--- src/rtl/dmem_arbiter.sv ---
// -----------------------------------------------------------------------------
// dmem_arbiter
//   Shares one single-cycle data-memory port between the CPU datapath and a
//   debug/loader port. Each access is a fixed three-phase sequence:
//     IDLE : pick a requester, latch its addr/wdata/we
//     ACC  : drive the memory port from the latched copy
//     DONE : one-cycle ack to the granted port
//   so a request sampled at edge N sees its memory cycle in N+1 and its ack
//   in N+2.
//
// Build option:
//   DMEM_ARB_RR_EN  defined   -> round-robin on simultaneous requests
//                   undefined -> fixed priority, CPU always wins
//
// Ports:
//   clock, Reset          clock / async active-low reset
//   cpu_req/we/addr/wdata CPU request side
//   cpu_rdata/ack/stall   CPU load data, completion pulse, PC hold
//   dbg_req/we/addr/wdata debug request side
//   dbg_rdata/ack         debug load data, completion pulse
//   mem_addr/wdata        shared memory address / store data (0 outside ACC)
//   mem_memwrite/memread  shared memory strobes (one-hot in ACC, else 0)
//   mem_readdata          shared memory load data, sampled at end of ACC
// -----------------------------------------------------------------------------
`default_nettype none

module dmem_arbiter (
    input  logic        clock,
    input  logic        Reset,
    input  logic        cpu_req,
    input  logic        cpu_we,
    input  logic [31:0] cpu_addr,
    input  logic [31:0] cpu_wdata,
    output logic [31:0] cpu_rdata,
    output logic        cpu_ack,
    output logic        cpu_stall,
    input  logic        dbg_req,
    input  logic        dbg_we,
    input  logic [31:0] dbg_addr,
    input  logic [31:0] dbg_wdata,
    output logic [31:0] dbg_rdata,
    output logic        dbg_ack,
    output logic [31:0] mem_addr,
    output logic [31:0] mem_wdata,
    output logic        mem_memwrite,
    output logic        mem_memread,
    input  logic [31:0] mem_readdata
);

    typedef enum logic [1:0] {
        IDLE = 2'd0,
        ACC  = 2'd1,
        DONE = 2'd2
    } state_t;

    state_t      state_q;
    logic        grant_dbg_q;   // 1: access in flight belongs to debug port
    logic [31:0] mem_addr_q;    // latched at grant, doubles as the port driver
    logic [31:0] mem_wdata_q;
    logic        mem_wr_q;
    logic        mem_rd_q;
    logic [31:0] cpu_rdata_q;
    logic [31:0] dbg_rdata_q;
    logic        cpu_ack_q;
    logic        dbg_ack_q;
`ifdef DMEM_ARB_RR_EN
    logic        last_dbg_q;    // 1: most recent grant went to debug port
`endif

    // Grant selection for the current IDLE cycle.
    logic        pick_dbg_d;
    logic        sel_we_d;
    logic [31:0] sel_addr_d;
    logic [31:0] sel_wdata_d;

    always_comb begin
        pick_dbg_d = 1'b0;
`ifdef DMEM_ARB_RR_EN
        // On a tie, hand the port to whoever did not have it last.
        if (cpu_req && dbg_req) pick_dbg_d = ~last_dbg_q;
        else                    pick_dbg_d = dbg_req;
`else
        pick_dbg_d = dbg_req & ~cpu_req;
`endif
        sel_we_d    = pick_dbg_d ? dbg_we    : cpu_we;
        sel_addr_d  = pick_dbg_d ? dbg_addr  : cpu_addr;
        sel_wdata_d = pick_dbg_d ? dbg_wdata : cpu_wdata;
    end

    always_ff @(posedge clock or negedge Reset) begin
        if (!Reset) begin
            state_q     <= IDLE;
            grant_dbg_q <= 1'b0;
            mem_addr_q  <= '0;
            mem_wdata_q <= '0;
            mem_wr_q    <= 1'b0;
            mem_rd_q    <= 1'b0;
            cpu_rdata_q <= '0;
            dbg_rdata_q <= '0;
            cpu_ack_q   <= 1'b0;
            dbg_ack_q   <= 1'b0;
`ifdef DMEM_ARB_RR_EN
            last_dbg_q  <= 1'b1;
`endif
        end else begin
            case (state_q)
                IDLE: begin
                    if (cpu_req || dbg_req) begin
                        grant_dbg_q <= pick_dbg_d;
                        mem_addr_q  <= sel_addr_d;
                        mem_wdata_q <= sel_wdata_d;
                        mem_wr_q    <= sel_we_d;
                        mem_rd_q    <= ~sel_we_d;
`ifdef DMEM_ARB_RR_EN
                        last_dbg_q  <= pick_dbg_d;
`endif
                        state_q     <= ACC;
                    end
                end
                ACC: begin
                    // Loads land in the owner's rdata; stores leave it alone.
                    if (mem_rd_q) begin
                        if (grant_dbg_q) dbg_rdata_q <= mem_readdata;
                        else             cpu_rdata_q <= mem_readdata;
                    end
                    mem_addr_q  <= '0;
                    mem_wdata_q <= '0;
                    mem_wr_q    <= 1'b0;
                    mem_rd_q    <= 1'b0;
                    cpu_ack_q   <= ~grant_dbg_q;
                    dbg_ack_q   <= grant_dbg_q;
                    state_q     <= DONE;
                end
                DONE: begin
                    cpu_ack_q <= 1'b0;
                    dbg_ack_q <= 1'b0;
                    state_q   <= IDLE;
                end
                default: begin
                    state_q <= IDLE;
                end
            endcase
        end
    end

    assign mem_addr     = mem_addr_q;
    assign mem_wdata    = mem_wdata_q;
    assign mem_memwrite = mem_wr_q;
    assign mem_memread  = mem_rd_q;
    assign cpu_rdata    = cpu_rdata_q;
    assign dbg_rdata    = dbg_rdata_q;
    assign cpu_ack      = cpu_ack_q;
    assign dbg_ack      = dbg_ack_q;

    // Hold the PC from request until the completion pulse.
    assign cpu_stall    = cpu_req & ~cpu_ack_q;

endmodule

`default_nettype wire
--- config.mk ---
export PLATFORM = sky130hd
export DESIGN_NAME = dmem_arbiter
export DESIGN_NICKNAME = d
export VERILOG_FILES = /design/src/rtl/dmem_arbiter.sv
export SDC_FILE = /design/constraint.sdc
export NUM_CORES = 1
export LEC_CHECK = 0
export ABC_AREA = 1
export CORE_MARGIN = 2
export CORE_UTILIZATION = 42
export CTS_BUF_LIST = sky130_fd_sc_hd__clkbuf_4
export DETAILED_ROUTE_END_ITERATION = 7
export HOLD_SLACK_MARGIN = 0.03
export PLACE_DENSITY = 0.85
export SLEW_MARGIN = 30
export SYNTH_ARGS = -nofsm -noshare
export SYNTH_HDL_FRONTEND = slang
export SYNTH_SLANG_ARGS = --single-unit
--- constraint.sdc ---
create_clock -name clock -period 1.64 [get_ports clock]
set_input_delay 0.328 -clock clock [delete_from_list [all_inputs] [get_ports clock]]
set_output_delay 0.328 -clock clock [all_outputs]
set_load 0.02 [all_outputs]
==> impl_metrics.yaml, run 1 <==
route:
  vias: 6289
  viasPerCell: 4.972
  routedWlPerCell_um: 15.17
  drt_wl_total_um: 19190
  antenna_left: 0
  drcViolationCount: 0
  drt-initial-drc-count: 391
  dr.pass1.iters: 6
critical_path:
  critPathSlowestCell: "dfrtp_1"
  required_ns: 1.31
  crit_path_start_kind: "flip-flop"
  end_kind: "primary output"
  cp_data_arrival_time_ns: 1.26
  slowest_delay_ns: 0.43
  regToRegSetupSlack_ns: 0.15
  worstSetupPathType: "reg2out"
  crit_path_cell_trace: "nor2_2 -> buf_6"
  cp.depth: 2
  worstReg2RegEnd: "mem_addr[6]"
  r2r-start: "state_q[0]"
  cp_max_fo: 3
  worst_path_dominant_cell_family: "flip-flops"
  r2r_cells: 7
  critical_path_buf_inv_count: 1
clock_network:
  clk_pin_slew_worst_paths_ns: 0.13
  cts.sinks: 135
  cts_made_buffers: 17
  cts_tree: "yes"
  root_buffer: "clkbuf_4"
  clock_path_buffers: 2
  clock_latency_ns: 0.54
  h-tree-depth: 4
pwr:
  finalPower_mw: 15.62
  vdd_drop_max_mv: 0.8389
  power.density_mw_per_mm2: 1633
  leakagePower_nw: 4.975
timing:
  rsz0062_at_grt: "no"
  skew_ns: 0.01524
  setup_violations: 0
  worstMarginPinSlew_ns: 0.4177
  max_freq_mhz: 631.0
  fin_crit_sh_pct: 96.64
  maxSlewViolCount: 0
  max-slew-margin-rel_pct: 72.16
  period_minus_slack_ns: 1.585
  fin_hold_ws_ns: 0.2317
  hold_viol: 0
placement:
  io_buffer_count: 298
  hpwlAfterDp_um: 14070
  gp_congestion: 0.8321
global_route:
  track_usage_pct: 24.60
  overflow: 0
  antenna_found_initial: 1
  first_global_vias: 6189
  grt_pass1_wl_um: 31040
  grt_start_max_net_pins: 65
yosys:
  synth_compound_area_share_pct: 5.787
  avgSynthCellArea_um2: 7.921
  synth_area_mm2: 0.006162
  synth_top_family_by_area: "simple AND/OR/NAND/NOR gates"
  synth_xor_area_share_pct: 0
  synth.net_count: 948
  synth_largest_area_cell: "dfrtp_1"
  synth-simple-area-share_pct: 31.74
  synth_fa_ha_area_share_pct: 0.8122
  syn_inst: 778
  yosys-top-cells-area: "dfrtp_1, nand2_1, nand3_1, o21ai_0, inv_1"
  ys_seq_elements: 135
  synth.mux.area_fraction_pct: 0
  yosysTopAreaCellShare_pct: 54.82
  yosysWarnings: 0
  ys_types: 15
  seq_area_frac_synth_pct: 54.82
die:
  die_w_um: 125.1
  ioPinCount: 299
  die_h_um: 125.1
  dieArea_mm2: 0.01566
  std_cell_rows: 44
  initial_utilization_pct: 42.72
  placeableCoreArea_mm2: 0.01442
cells_and_area:
  final_core_utilization_pct: 66.29
  fin_nets: 1237
  syn2layout_area_growth_pct: 55.17
  layout-drive-gt1-share_pct: 12.22
job:
  drv_cap: 0
worst_hold_path:
  hp-class: "in2async"
run_status:
  status: "complete, no violations"
[registers in the layout, summed over array words and instances, names as in the netlist]
register,flops
cpu_rdata,32
state_q,2
mem_memwrite,1
dbg_rdata,32
mem_wdata,32
grant_dbg_q,1
mem_memread,1
mem_addr,32
dbg_ack,1
cpu_ack,1
[layout make-up]
class                      instances  area, um^2
sequential                       135        3378
tap                              184       230.2
fill                            1190        4862
inverter                          42       157.7
clock inverter                    13       170.2
multi-input combinational        546        2386
clock buffer                      19       142.6
timing repair buffer             325        3094
antenna                            1       2.502
[worst max-delay path by stage]
stage / slack, ns / endpoint / startpoint
after floorplan: 0.25 / mem_addr[24] / state_q[0]
after global placement: -0.38 / cpu_stall / cpu_req
after detailed placement: -0.37 / cpu_stall / cpu_req
after CTS: -0.002 / cpu_stall / cpu_ack
after global routing: 0.00003 / mem_wdata[17] / mem_wdata[17]
final: 0.06 / cpu_stall / cpu_ack
[Yosys cell counts]
cell      count
nand2_1     335
buf_4         8
o21ai_2       1
o22ai_1       2
ha_1          4
nand3_2       2
inv_2         2
buf_2        22
inv_1        40
nor2_1        2
o21ai_0      67
nor3_2        1
nand3_1     132
clkbuf_1     25
dfrtp_1     135
[cell usage in the layout, fill, tap and decap left out, types with 5 or more instances in the layout]
| cell | count |
|---|---|
| clkdlybuf4s15_1 | 65 |
| o21ai_0 | 67 |
| dfrtp_1 | 135 |
| dlygate4sd2_1 | 5 |
| clkbuf_2 | 43 |
| clkbuf_4 | 19 |
| buf_4 | 17 |
| nand2_1 | 333 |
| clkdlybuf4s15_2 | 18 |
| buf_12 | 9 |
| inv_1 | 40 |
| clkdlybuf4s50_1 | 163 |
| nand3_1 | 132 |
[report_power, final]
group,switching (mW),leakage [nW],internal [mW],total [mW]
Clock,1.29,0.162,1.11,2.39
Sequential,0.805,1.67,4.77,5.57
Combinational,4.69,3.14,2.96,7.65
[stage by stage]
stage	std cells	worst slack, ns	setup TNS, ns	area (um^2)
3_5_place_dp	1230	-0.3714	-7.613	9427
2_1_floorplan	778	0.2495	0	6162
6_report	1265	0.05517	0	9562
5_1_grt	1265	0.00002953	0	9562
4_1_cts	1264	-0.002381	-0.002381	9752
3_3_place_gp	1230	-0.3824	-6.326	9427
[logic make-up after synthesis]
kind of cell,Yosys count
and+or+nand+nor,472
DFF,135
buffers and inverters,97
AOI/OAI and AO/OA,70
adders and majority gates,4
[metal layers]
layer / vias to the layer above / routed length, um / track usage (%) / share of wire (%)
met5: - / 0 / 0 / 0
met4: 0 / 752 / 12.29 / 3.9
met3: 51 / 1170 / 5.220 / 6.1
met2: 240 / 9709 / 42.65 / 51
met1: 2952 / 7562 / 28.97 / 39
li1: 3046 / - / - / -
[what timing repair did]
item                                   CTS  global route
endpoints found under the hold margin  135             0
buffers inserted                         1             0
gates resized for setup                272            58
hold buffers                             1             0
pin swaps                                1             0
setup endpoints to repair              133            81
Note: power is estimated with default switching activity, not from simulation.
==> run 2: changes to the inputs <==
- CORE_MARGIN: 2 -> not set
- RECOVER_POWER: not set -> 50
==> run 2 against run 1 <==
Effect of this change: non-clock buffer count rose by 1; total power fell by 0.11%; sequential share of layout area rose by 0.63 points; maximum frequency rose by 0.42%; setup slack improved by 0.0067 ns; die area fell by 3.2%; clock skew barely moved; largest cell class unchanged.
==> impl_metrics.yaml, run 2 (same netlist as run 1, synthesis figures left out) <==
die:
  std_cell_rows: 43
  die_w_um: 123.1
  ioPinCount: 299
  initial_utilization_pct: 43.72
  placeableCoreArea_mm2: 0.01410
  dieArea_mm2: 0.01516
  die_h_um: 123.1
critical_path:
  end_kind: "primary output"
  regToRegSetupSlack_ns: 0.11
  crit_path_start_kind: "flip-flop"
  r2r_cells: 6
  cp_data_arrival_time_ns: 1.25
  cp_max_fo: 2
  r2r-start: "state_q[1]"
  endpoint: "cpu_stall"
  worstSetupPathType: "reg2out"
  required_ns: 1.31
  setup.worst_path.start: "cpu_ack"
  worstReg2RegEnd: "cpu_rdata[11]"
clock_network:
  root_buffer: "clkbuf_4"
  clk_pin_slew_worst_paths_ns: 0.12
  h-tree-depth: 4
  cts.sinks: 135
  clock_latency_ns: 0.55
  cts_tree: "yes"
  cts_made_buffers: 17
  clock_path_buffers: 2
cells_and_area:
  nFillCells: 1184
  fin_nets: 1238
  multi_input_area_mm2: 0.002374
  syn2layout_area_growth_pct: 52.47
  stdcell_count: 1262
  seqCellArea_mm2: 0.003378
  layout-drive-gt1-share_pct: 13.32
  layout_commonest_cell: "nand2_1"
  final_cell_mix: "nand2_1, clkdlybuf4s50_1, dfrtp_1, nand3_1, o21ai_0"
timing:
  setup_violations: 0
  hold_viol: 0
  skew_ns: 0.01569
  fin_crit_sh_pct: 96.23
  fin_hold_ws_ns: 0.2538
  period_minus_slack_ns: 1.578
  worstMarginPinSlew_ns: 0.8289
  max_freq_mhz: 633.7
  max-slew-margin-rel_pct: 44.74
  maxSlewViolCount: 0
  rsz0062_at_grt: "yes"
  finalSetupTns_ns: 0
route:
  wl_met1_um: 7758
  routedWlPerCell_um: 15.42
  vias: 6303
  dr.pass1.iters: 5
  drt_wl_total_um: 19460
  drcViolationCount: 0
  wl_met2_um: 9629
  viasPerCell: 4.994
  drt-initial-drc-count: 334
  antenna_left: 0
  dr_wl_met3_um: 1322
  top_layer_used: "met4"
run_status:
  status: "complete, no violations"
worst_hold_path:
  hp-class: "in2reg"
global_route:
  track_usage_pct: 25.87
  grt_start_max_net_pins: 65
  first_global_vias: 6064
  antenna_found_initial: 0
  grt_pass1_wl_um: 29960
  overflow: 0
placement:
  placed_cells_incl_taps: 1224
  gp_congestion: 0.7947
  hpwlAfterDp_um: 13590
  io_buffer_count: 298
pwr:
  leakagePower_nw: 4.898
  vdd_drop_max_mv: 1.042
  power.density_mw_per_mm2: 1660
job:
  drv_cap: 0
## run 2: cell count changes in the layout (fill, tap and decap cells not counted), sizes merged
cell,delta
clkbuf,+32
dlygate4sd2,-3
clkdlybuf4s15,-21
clkinv,+1
inv,+1
clkinvlp,-1
buf,-8
## run 2: critical path, stage by stage (launching register included)
cell and delay (ns):
dfrtp_1 0.44, nor2_1 0.12, buf_4 0.15
## run 2: per-stage QoR
stage | total power [mW] | util (%) | area (um^2) | worst slack, ns
after floorplan | 9.813 | - | 6162 | 0.2495
after global placement | 13.95 | 66.82 | 9419 | -0.3124
after detailed placement | 14.17 | 66.82 | 9419 | -0.3095
after CTS | 15.98 | 69.34 | 9774 | -0.007985
after global routing | 16.67 | 66.63 | 9393 | -0.02371
final | 15.60 | 66.65 | 9395 | 0.06185
## run 2: area by class of cell
cell class / instances / area share [%]
clock buffers: 18 / 1.438
flip-flops and latches: 135 / 35.96
diodes: 1 / 0.02663
multi-input cells: 546 / 25.26
inverters: 42 / 1.678
well taps: 180 / 2.397
repair buffers: 326 / 31.40
clock inverters: 14 / 1.838
## run 2: report_power, final
group / switching [mW] / internal, mW / leakage, nW / total (mW)
logic: 4.76 / 2.91 / 3.06 / 7.67
clock network: 1.29 / 1.09 / 0.165 / 2.38
registers: 0.780 / 4.77 / 1.67 / 5.55
total: 6.83 / 8.77 / 4.90 / 15.6
## run 2: timing repair
item	CTS	global route
setup buffers	2	1
endpoints found under the hold margin	135	0
setup endpoints to repair	133	118
pin swaps	1	1
resized for setup	290	78
gates cloned	0	1
hold buffers	1	0
## run 2: how the worst min path moves through the flow
stage / startpoint / to / cells after the start
floorplan: Reset / cpu_ack / 0
global placement: Reset / dbg_rdata[5] / 1
detailed placement: Reset / cpu_rdata[10] / 1
CTS: Reset / dbg_rdata[4] / 2
global route: dbg_req / mem_addr[31] / 5
finish: dbg_req / mem_addr[31] / 5
## run 2: metal layers
layer	global-route usage [%]	vias to the layer above
li1	-	3056
met1	30.48	2958
met2	43.72	236
met3	6.319	53
met4	13.40	0
met5	0	-
